<file path="src/rtl/bp_wb_bus_guard.sv">
// -----------------------------------------------------------------------------
// bp_wb_bus_guard
//
// Purpose:
//   Wishbone transfer guard between the BlackParrot-to-Wishbone convertor
//   (64-bit master side) and the SoC Wishbone bus (slave side). Cycles are
//   forwarded with zero added latency. Every transfer is watched by a timeout
//   counter. If the slave terminates with ERR, or never terminates, the guard
//   hands the master an ACK carrying err_data_p so the convertor cannot hang.
//   Faults are recorded in sticky status registers and saturating counters.
//
// Ports:
//   clk_i, reset_i          clock, synchronous active-high reset
//   m_*                     master-side Wishbone (from the convertor)
//   s_*                     bus-side Wishbone (to the SoC interconnect)
//   fault_v_o               sticky "a fault happened" flag
//   fault_adr_o/we_o        address / we of the most recent fault
//   fault_is_to_o           most recent fault was a timeout (1) or ERR (0)
//   timeout_cnt_o/err_cnt_o saturating fault counters
//   fault_clr_i             clears fault_v_o and both counters
// -----------------------------------------------------------------------------
module bp_wb_bus_guard #(
    parameter int          adr_width_p      = 37,
    parameter int          timeout_cycles_p = 1024,
    parameter logic [63:0] err_data_p       = 64'hFFFF_FFFF_FFFF_FFFF,
    parameter int          cnt_width_p      = 16
) (
    input  logic                   clk_i,
    input  logic                   reset_i,

    input  logic [adr_width_p-1:0] m_adr_i,
    input  logic [63:0]            m_dat_i,
    output logic [63:0]            m_dat_o,
    input  logic [7:0]             m_sel_i,
    input  logic                   m_we_i,
    input  logic                   m_stb_i,
    input  logic                   m_cyc_i,
    output logic                   m_ack_o,

    output logic [adr_width_p-1:0] s_adr_o,
    output logic [63:0]            s_dat_o,
    input  logic [63:0]            s_dat_i,
    output logic [7:0]             s_sel_o,
    output logic                   s_we_o,
    output logic                   s_stb_o,
    output logic                   s_cyc_o,
    input  logic                   s_ack_i,
    input  logic                   s_err_i,

    output logic                   fault_v_o,
    output logic [adr_width_p-1:0] fault_adr_o,
    output logic                   fault_we_o,
    output logic                   fault_is_to_o,
    output logic [cnt_width_p-1:0] timeout_cnt_o,
    output logic [cnt_width_p-1:0] err_cnt_o,
    input  logic                   fault_clr_i
);

    typedef enum logic [1:0] {
        ST_IDLE  = 2'd0,
        ST_WAIT  = 2'd1,
        ST_DRAIN = 2'd2
    } state_e;

    state_e      state_reg;
    logic [15:0] cnt_reg;

    logic stb_eff;
    logic bus_on;
    logic term;
    logic to_fire;
    logic log_err;
    logic log_to;

    logic                   fault_v_reg;
    logic [adr_width_p-1:0] fault_adr_reg;
    logic                   fault_we_reg;
    logic                   fault_is_to_reg;
    logic [cnt_width_p-1:0] timeout_cnt_reg;
    logic [cnt_width_p-1:0] err_cnt_reg;

    assign stb_eff = m_stb_i & m_cyc_i;
    // The bus is cut off for one cycle after a timeout so a slow slave sees
    // the access withdrawn; reset also forces it off.
    assign bus_on  = (state_reg != ST_DRAIN) & ~reset_i;
    assign term    = s_ack_i | s_err_i;
    assign to_fire = (state_reg == ST_WAIT) & stb_eff & ~term & ~reset_i &
                     (cnt_reg == 16'(timeout_cycles_p));

    // Slave terminations in DRAIN are stale leftovers of the abandoned access.
    assign log_err = stb_eff & bus_on & s_err_i;
    assign log_to  = to_fire;

    // Pass-through of the request fields
    assign s_adr_o = m_adr_i;
    assign s_dat_o = m_dat_i;
    assign s_sel_o = m_sel_i;
    assign s_we_o  = m_we_i;
    assign s_stb_o = stb_eff & bus_on;
    assign s_cyc_o = m_cyc_i & bus_on;

    // Zero-latency termination; ERR wins over a simultaneous ACK.
    assign m_ack_o = stb_eff & bus_on & (term | to_fire);
    assign m_dat_o = (s_ack_i & ~s_err_i) ? s_dat_i : err_data_p;

    // Transfer-tracking FSM
    always_ff @(posedge clk_i) begin
        if (reset_i) begin
            state_reg <= ST_IDLE;
            cnt_reg   <= 16'd0;
        end else begin
            case (state_reg)
                ST_IDLE: begin
                    if (stb_eff && !term) begin
                        state_reg <= ST_WAIT;
                        cnt_reg   <= 16'd1;
                    end
                end
                ST_WAIT: begin
                    if (term || !stb_eff) begin
                        state_reg <= ST_IDLE;
                    end else if (to_fire) begin
                        state_reg <= ST_DRAIN;
                    end else begin
                        cnt_reg <= cnt_reg + 16'd1;
                    end
                end
                ST_DRAIN: begin
                    state_reg <= ST_IDLE;
                end
                default: begin
                    state_reg <= ST_IDLE;
                end
            endcase
        end
    end

    // Fault status. A fault logged in the same cycle as fault_clr_i wins:
    // the flag stays set and its counter restarts at 1.
    always_ff @(posedge clk_i) begin
        if (reset_i) begin
            fault_v_reg     <= 1'b0;
            fault_adr_reg   <= '0;
            fault_we_reg    <= 1'b0;
            fault_is_to_reg <= 1'b0;
            timeout_cnt_reg <= '0;
            err_cnt_reg     <= '0;
        end else begin
            if (fault_clr_i) begin
                fault_v_reg     <= 1'b0;
                timeout_cnt_reg <= '0;
                err_cnt_reg     <= '0;
            end
            if (log_err || log_to) begin
                fault_v_reg     <= 1'b1;
                fault_adr_reg   <= m_adr_i;
                fault_we_reg    <= m_we_i;
                fault_is_to_reg <= log_to;
            end
            if (log_to) begin
                if (fault_clr_i) begin
                    timeout_cnt_reg <= cnt_width_p'(1);
                end else if (!(&timeout_cnt_reg)) begin
                    timeout_cnt_reg <= timeout_cnt_reg + cnt_width_p'(1);
                end
            end
            if (log_err) begin
                if (fault_clr_i) begin
                    err_cnt_reg <= cnt_width_p'(1);
                end else if (!(&err_cnt_reg)) begin
                    err_cnt_reg <= err_cnt_reg + cnt_width_p'(1);
                end
            end
        end
    end

    assign fault_v_o     = fault_v_reg;
    assign fault_adr_o   = fault_adr_reg;
    assign fault_we_o    = fault_we_reg;
    assign fault_is_to_o = fault_is_to_reg;
    assign timeout_cnt_o = timeout_cnt_reg;
    assign err_cnt_o     = err_cnt_reg;

endmodule

</file>
<file path="config.mk">
export PLATFORM = sky130hd
export DESIGN_NAME = bp_wb_bus_guard
export DESIGN_NICKNAME = d
export VERILOG_FILES = /design/src/rtl/bp_wb_bus_guard.sv
export SDC_FILE = /design/constraint.sdc
export NUM_CORES = 1
export LEC_CHECK = 0
export CORE_AREA = 2 2 165 167
export DETAILED_ROUTE_END_ITERATION = 6
export DIE_AREA = 0 0 167 169
export HOLD_SLACK_MARGIN = 0.06
export SYNTH_ARGS = -nofsm -noshare
export SYNTH_HDL_FRONTEND = slang
export SYNTH_SLANG_ARGS = --single-unit
export TNS_END_PERCENT = 50
</file>
<file path="constraint.sdc">
create_clock -name clk_i -period 2.1 [get_ports clk_i]
set_clock_uncertainty 0.05 [all_clocks]
set_input_delay 0.42 -clock clk_i [delete_from_list [all_inputs] [get_ports clk_i]]
set_output_delay 0.42 -clock clk_i [all_outputs]
set_load 0.02 [all_outputs]
</file>
Word level (Yosys, flattened, before mapping)

Cells that the tools add are included.

Mux-type cells: 19
$lt $le $gt $ge: 0
Div/mod/pow operators: 0
Shift-type cells: 0
Eq/ne operators: 7
Add/sub/neg operators: 3
Bitwise operators: 16
Reduce and logical (&&, ||, !) cells: 12
Multipliers: 0

Operators with widths:

| operator                                         | number |
|---|---|
| 2-to-1 mux 16 bit                                | 11 |
| 2-to-1 mux 64 bit                                | 1 |
| adder 16 x 1 -> 16 bit (second input constant)   | 3 |
| one-hot mux 16 bit (2 select lines)              | 1 |
| AND reduction 16 bit                             | 2 |
| == test 16 x 11 -> 1 bit (second input constant) | 1 |
| AND 1 bit                                        | 11 |
| != test 2 bit (second input constant)            | 4 |
| 2-to-1 mux 2 bit                                 | 3 |
| one-hot mux 2 bit (2 select lines)               | 1 |
| AND reduction 4 bit                              | 1 |
| nonzero test 2 bit                               | 2 |
| != test 3 x 2 -> 1 bit (second input constant)   | 1 |
| inverter 1 bit                                   | 3 |
| == test 2 x 1 -> 1 bit (second input constant)   | 1 |
| zero test 1 bit                                  | 2 |
| zero test 2 bit                                  | 1 |
| logical OR 1 bit                                 | 2 |
| 2-to-1 mux 1 bit                                 | 2 |
| bitwise OR 1 bit                                 | 2 |
| AND reduction 2 bit                              | 1 |
| logical AND 1 bit                                | 1 |

Flip-flop bits (word level): 90
Bits in writable memories: 0
Word-level logic and storage cells: 65
Memories: 0
Output and inout bits: 249
Input port bits: 181
ROM bits: 0
Latch bits: 0

Longest topological paths before layout

Gate-level depths: netlist of run 1.

Depth in word-level cells: 8
Mapped depth: 9
Depth with buffers taken out: 7

Worst setup path before layout of run 1

No wires, ideal clock.

Path kind: reg2reg
Start point: register timeout_cnt_reg[0] (netlist: timeout_cnt_o[0])
End point: register timeout_cnt_reg[3] (netlist: timeout_cnt_o[3])
Cell stages (with the launch flop): 9
Data required time: 1.980 ns
Clock period less this slack: 2.205 ns
Library setup time: 0.070 ns
Arrival: 2.084 ns
Slack: -0.105 ns
Path buffers: 2
Path through: dfxtp_1 ha_1 nand4_1 nor4_1 or3_1 buf_2 clkbuf_1 o21ai_0 a21oi_1

Word-level cells in the longest chain between the ends: 4
Elaborated cells on any way between the ends: 5
Classes of those cells: add/sub: 1; mux: 3; reduce/logical: 1

RTL lines:

| what                                                                  | line     | source |
|---|---|---|
| start, declared                                                       | 79       | `logic [cnt_width_p-1:0] timeout_cnt_reg;` |
| start signal, assigned                                                | 162      | `timeout_cnt_reg <= cnt_width_p'(1);` |
| start signal, assigned                                                | 164      | `timeout_cnt_reg <= timeout_cnt_reg + cnt_width_p'(1);` |
| adder 16 x 1 -> 16 bit / AND reduction 16 bit (equally long branches) | 164, 163 |  |
| 2-to-1 mux 16 bit *                                                   | 163      | `end else if (!(&timeout_cnt_reg)) begin` |
| 2-to-1 mux 16 bit *                                                   | 161      | `if (fault_clr_i) begin` |
| 2-to-1 mux 16 bit *                                                   | 160      | `if (log_to) begin` |

Every way passes the cells marked *; elsewhere a longest branch is shown, timed or not.
A chain may end at the register's enable or synchronous reset.

Worst setup path after layout of run 1

Start point: register cnt_reg[0]
End point: output m_ack_o

Word-level cells in the longest chain between the ends: 4

RTL lines:

| what                     | line | source |
|---|---|---|
| start, declared          | 66   | `logic [15:0] cnt_reg;` |
| start signal, assigned   | 125  | `cnt_reg <= cnt_reg + 16'd1;` |
| == test 16 x 11 -> 1 bit | 88   | `(cnt_reg == 16'(timeout_cycles_p));` |
| AND 1 bit                | 87   | `assign to_fire = (state_reg == ST_WAIT) & stb_eff & ~term & ~reset_i &` |
| bitwise OR 1 bit         | 103  | `assign m_ack_o = stb_eff & bus_on & (term \| to_fire);` |
| AND 1 bit                | 103  |  |
| end, declared            | 38   | `output logic m_ack_o,` |

No other way between the ends.

==> impl_metrics.tcl, run 1 <==
set metrics [dict create \
    status "complete, but fails checks" \
    violations "negative setup slack" \
    hold_buffers 0 \
    cts_tree "built" \
    max_cap_violations 0 \
    dpl.hpwl_mm 14.0 \
    p_leak_nw 3.11 \
    tns_ns -3.16 \
    arrival_ns 1.80 \
    multi_input_area_sq_mm 0.00267 \
    worstSetupPathType "reg2out" \
    insertion_delay_ns 0.35 \
    grt_max_degree 47 \
    dpl_cell_area_sq_mm 0.00804 \
    diodes 0 \
    syn_to_final_growth_pct 67.3 \
    crit_chain "inv_2 > ha_4 > nor4b_4 > nand4_4 > buf_6 > nor2_4 > o31a_1 > buf_6" \
    cts.sinks 90 \
    async_flop_share 0 \
    fin_crit_sh 1.08 \
    hp-start "reset_i" \
    layout_common_cells "clkdlybuf4s50_1, nand2_1, dfxtp_1" \
    cp-startpoint "cnt_reg[0]" \
    synth-seq-cells 90 \
    critPathCaptureType "output pin" \
    start_util 0.194 \
    highest_layer "met4" \
    nets 1076 \
    grt_pass1_vias 4938 \
    drive_gt1_frac 0.249 \
    first_pass_iters 4 \
    root_buffer "clkbuf_16" \
    worst_slack_ns -0.172 \
    slowest_stage "dfxtp_2" \
    synth_seq_area_share 0.350 \
    ys_warn_count 0 \
    pin_count 430 \
    wl_met1_mm 7.96 \
    grt_pass1_wl_mm 27.1 \
    coreArea_sq_mm 0.0265 \
    critPathLaunchType "flop" \
    synth_edf_count 0 \
    avgSynthCellArea_sq_um 7.84 \
    path_clk_slew_ns 0.08 \
    dr_total_vias 5272 \
    fin_crit_ns 2.27 \
    min_path_type "in2reg" \
    peakVddDrop_uv 308 \
    synthDistinctLibCells 48 \
    layout_commonest_cell "clkdlybuf4s50_1" \
    pwr_density_cell_mw_per_mm2 484 \
    setup_viol 43 \
    avgViaCountPerCell 4.26 \
    finalMaxSlewViolations 0 \
    finalWeightedCongestion 0.801 \
    route.detailed.drc 0 \
    netlist_instances 657 \
    fp-row-count 60 \
    die_area_sq_mm 0.0282 \
    wirelength_mm 19.1 \
    largest_reg_flops 37 \
    ant_nets 0 \
    max_stage_delay_ns 0.34 \
    seqCellArea_sq_mm 0.00181 \
    die_height_um 169 \
    met3_length_mm 1.26 \
    cts_max_level 3 \
    synth_flop_cell "dfxtp_1" \
    numCtsBuffers 9 \
    die_w_um 167 \
    met2_wirelength_mm 9.68 \
    dp.cells 1203 \
    crit_top_cell "buf_6" \
    final_cells 1237 \
    timing.hold.ws_ns 0.382 \
    fin_area_sq_mm 0.00862 \
    nFillCells 2824 \
    antenna_found_initial 0 \
    tightest_slew_ns 0.741 \
    fmax_mhz 440 \
    post_drt_wl_per_cell_um 15.5 \
    first_iter_violations 174 \
    worstPathMaxFanout 3 \
    syn_area_sq_mm 0.00515 \
    port-buffer-count 285 \
    finalHoldViolations 0 \
    critPathRequiredTime_ns 1.63 \
    grt_usage 0.121 \
    slew_headroom 0.504 \
    clock_path_buffers 2 \
    synthesis.nets 842 \
    timing.rr.start "cnt_reg[0]" \
    rsz0062_at_grt "yes" \
    overflow 0 \
]
## logic make-up (layout without fill, tap and decap cells)
| logic type | Yosys count | in the layout | share of synthesized area |
|---|---|---|---|
| and+or+nand+nor | 300 | 300 | 0.313 |
| buffers and inverters | 148 | 387 | 0.190 |
| xor gates and xnor gates | 20 | 20 | 0.0340 |
| AOI/OAI and AO/OA | 93 | 93 | 0.0998 |
| muxes | 2 | 2 | 0.00388 |
| adders and majority gates | 4 | 4 | 0.00971 |
| DFF | 90 | 90 | 0.350 |
## cell type report
class / instances / share of cell area
clock buffer: 9 / 0.0261
inverter: 8 / 0.00348
clock inverter: 7 / 0.00943
sequential: 90 / 0.209
multi-input combinational: 419 / 0.310
tap: 341 / 0.0495
timing repair buffer: 363 / 0.392
## repair_timing
item                       in CTS  in global routing
hold endpoints to repair        0                  0
pin swaps                       2                 35
setup endpoints to repair      79                116
gates cloned                    1                  6
buffers inserted                4                  7
resized for setup             152                138
## metrics by stage
stage	utilization	power (mW)	setup slack [ns]
final	0.325	4.17	-0.172
after global routing	0.325	4.38	-0.283
after CTS	0.319	4.25	-0.238
after detailed placement	0.303	2.54	-0.538
after global placement	0.303	2.54	-0.526
after floorplan	-	2.29	-0.00172
## power by group
group	switching (mW)	internal, mW	total [mW]
clock network	0.816	0.852	1.67
logic	0.356	0.414	0.770
registers	0.00908	1.72	1.73
## synthesized netlist by cell type, types with 3 or more instances
master | n | area [sq um]
or3_1 | 15 | 93.8
nor3_1 | 9 | 45.0
nand2b_1 | 64 | 400
and3_1 | 6 | 37.5
inv_1 | 8 | 30.0
xor2_1 | 11 | 96.3
a31oi_1 | 4 | 25.0
buf_2 | 3 | 15.0
a21oi_1 | 58 | 290
or4_1 | 4 | 30.0
and4_1 | 5 | 43.8
ha_1 | 4 | 50.1
nand2_1 | 102 | 383
o21ai_0 | 18 | 90.1
dfxtp_1 | 90 | 1800
nand4_1 | 18 | 113
and2_1 | 3 | 18.8
xnor2_1 | 9 | 78.8
clkbuf_1 | 24 | 90.1
nand3_1 | 22 | 110
nor2_1 | 32 | 120
buf_4 | 110 | 826
nor4_1 | 4 | 25.0
nor2b_1 | 3 | 18.8
## worst paths after layout
| kind | end | slack [ns] | depth (start not counted) |
|---|---|---|---|
| setup / recovery | m_ack_o | -0.17 | 8 |
| hold / removal | cnt_reg[1] | 0.38 | 3 |
| setup reg to reg | timeout_cnt_o[7] | -0.15 | 9 |
| hold reg to reg | fault_adr_o[10] | 0.40 | 2 |
## per-layer routing
layer,up-vias,GRT usage
met3,21,0.0299
li1,2568,-
met2,240,0.218
met5,-,0
met1,2443,0.141
met4,0,0.0371
## worst max-delay path: cells and delay by family (launching register included)
kind                       cells  cell delay [ns]
and+or+nand+nor                3             0.48
buffers and inverters          3             0.35
DFF                            1             0.34
AOI/OAI and AO/OA              1             0.16
adders and majority gates      1             0.13
Power figures use the tool's default switching activity.
==> run 2: changes to the inputs <==
Settings changed: ABC_AREA from default to 1, CORE_AREA 2 2 165 167 to 2 2 170 172, DIE_AREA 0 0 167 169 to 0 0 172 174.
==> run 2 against run 1 <==
Against the previous run:
- the flow now finishes without violations
- sequential cell count did not move
- clock power barely moved
- register-to-register slack improved by 0.44 ns
==> impl_metrics.tcl, run 2 <==
set metrics [dict create \
    status "finished, final reports clean" \
    netlist_instances 888 \
    coreArea_sq_mm 0.0282 \
    ys_warn_count 0 \
    synth-seq-cells 90 \
    synth_seq_area_share 0.319 \
    layout_common_cells "clkdlybuf4s50_1, nand2_1, nor2_1" \
    pin_count 430 \
    peakVddDrop_uv 258 \
    dpl.hpwl_mm 14.4 \
    port-buffer-count 285 \
    dr_total_vias 5834 \
    rsz0062_at_grt "yes" \
    cts_tree "built" \
    diodes 0 \
    worstSetupPathType "in2out" \
    fmax_mhz 483 \
    cts.sinks 90 \
    largest_reg_flops 37 \
    avgSynthCellArea_sq_um 6.36 \
    max_cap_violations 0 \
    first_pass_iters 4 \
    grt_max_degree 42 \
    synthDistinctLibCells 29 \
    netlist_top_cells_count "nand2_1, nor2_1, inv_1, buf_4, dfxtp_1" \
    async_flop_share 0 \
    nets 1285 \
    wirelength_mm 19.2 \
    finalWeightedCongestion 0.791 \
    power_mw 4.25 \
    layout_commonest_cell "clkdlybuf4s50_1" \
    synth_flop_cell "dfxtp_1" \
    fin_crit_ns 2.07 \
    overflow 0 \
    finalHoldViolations 0 \
    fin_crit_sh 0.987 \
    multi_input_area_sq_mm 0.00242 \
    grt_usage 0.129 \
    seqCellArea_sq_mm 0.00180 \
    min_path_type "reg2reg" \
    critPathLaunchType "input port" \
    synth.top_cell.area_share 0.319 \
    first_iter_violations 289 \
    fp-row-count 62 \
    post_drt_wl_per_cell_um 12.9 \
    numCtsBuffers 9 \
    antenna_found_initial 0 \
    nFillCells 3105 \
    tightest_slew_ns 0.759 \
    synth_edf_count 0 \
    synthesis.nets 1073 \
    cts_max_level 3 \
    finalMaxSlewViolations 0 \
    p_leak_nw 3.66 \
    start_util 0.200 \
    die_w_um 172 \
    grt_pass1_wl_mm 30.2 \
    synth_top_area_cell "dfxtp_1" \
    clock_path_buffers 2 \
    syn_to_final_growth_pct 52.4 \
    grt_pass1_vias 5766 \
    setup_viol 0 \
    drive_gt1_frac 0.140 \
    avgViaCountPerCell 3.92 \
    timing.hold.ws_ns 0.408 \
    die_height_um 174 \
    critPathRequiredTime_ns 1.63 \
    yosysMostFrequentCell "nand2_1" \
    syn_area_sq_mm 0.00565 \
    route.detailed.drc 0 \
    insertion_delay_ns 0.35 \
    slew_headroom 0.494 \
    critPathCaptureType "output pin" \
    worstPathMaxFanout 2 \
    root_buffer "clkbuf_16" \
    synth.area.top_cells "dfxtp_1, buf_4, nand2_1" \
    hold_buffers 0 \
    path_clk_slew_ns 0.08 \
    arrival_ns 1.60 \
    die_area_sq_mm 0.0299 \
    tns_ns 0 \
    pwr_density_cell_mw_per_mm2 493 \
    ant_nets 0 \
]
==> run 2: cell count changes after synthesis, sizes merged, moves of 6 or more <==
cell / previous run / this run
nand3: 22 / 41
inv: 8 / 122
a21oi: 58 / 29
buf: 116 / 122
nand4: 19 / 13
clkbuf: 24 / 14
and3: 6 / 0
nand2: 102 / 202
nand2b: 64 / 0
xor2: 11 / 5
xnor2: 9 / 1
or3: 15 / 0
nor2: 32 / 186
o21ai: 18 / 44
==> run 2: through the flow <==
stage          instances   util  area, sq um  setup slack (ns)
5_1_grt             1489  0.305         8610           -0.0692
3_5_place_dp        1467  0.298         8420            -0.451
6_report            1489  0.305         8610            0.0278
2_1_floorplan        888      -         5650             0.303
3_3_place_gp        1467  0.298         8420            -0.442
4_1_cts             1489  0.309         8730           -0.0134
==> run 2: power breakdown <==
part           total (mW)  leakage, nW  internal (mW)  switching [mW]
Combinational       0.820         2.78          0.426           0.395
Sequential           1.75        0.728           1.73          0.0153
Clock                1.68        0.150          0.854           0.823
Total                4.25         3.66           3.01            1.23
==> run 2: area by class of cell <==
| class | count | area share |
|---|---|---|
| Inverter | 122 | 0.0532 |
| Sequential cell | 90 | 0.209 |
| Tap cell | 384 | 0.0558 |
| Timing Repair Buffer | 337 | 0.365 |
| Clock inverter | 7 | 0.00945 |
| Multi-Input combinational cell | 540 | 0.281 |
| Clock buffer | 9 | 0.0262 |
==> run 2: final timing paths <==
kind / slack [ns] / start / cells after the start / endpoint
setup reg to reg: 0.29 / cnt_reg[0] / 13 / fault_adr_o[1]
setup / recovery: 0.03 / m_cyc_i / 8 / m_ack_o
hold / removal: 0.41 / fault_v_o / 2 / fault_v_o
hold reg to reg: 0.41 / fault_v_o / 2 / fault_v_o
==> run 2: per-layer routing <==
layer,track usage,wire length [um]
met4,0.0371,228
met5,0,0
met1,0.164,8840
met2,0.204,8610
met3,0.0474,1520
==> run 2: kinds of logic (layout without fill, tap and decap cells) <==
kind of cell / Yosys count / in the layout / synth area share
and+or+nand+nor: 455 / 455 / 0.339
adders and majority gates: 4 / 4 / 0.00886
xor gates and xnor gates: 6 / 6 / 0.00930
buffers and inverters: 258 / 475 / 0.255
AOI/OAI and AO/OA: 75 / 75 / 0.0693
DFF: 90 / 90 / 0.319
==> run 2: worst max-delay path: stages <==
cell and delay [ns]:
clkdlybuf4s50_1 0.47, nand2_1 0.07, inv_2 0.05, nand2_1 0.08
nor2_4 0.13, nand3_4 0.09, a21oi_2 0.16, buf_6 0.13
==> run 2: what timing repair did <==
action                                 CTS  global route
gates resized for setup                221            31
setup buffers                            2             0
cloned                                   4             0
setup endpoints to repair               67            27
endpoints found under the hold margin    0             0
pin swaps                                1             2
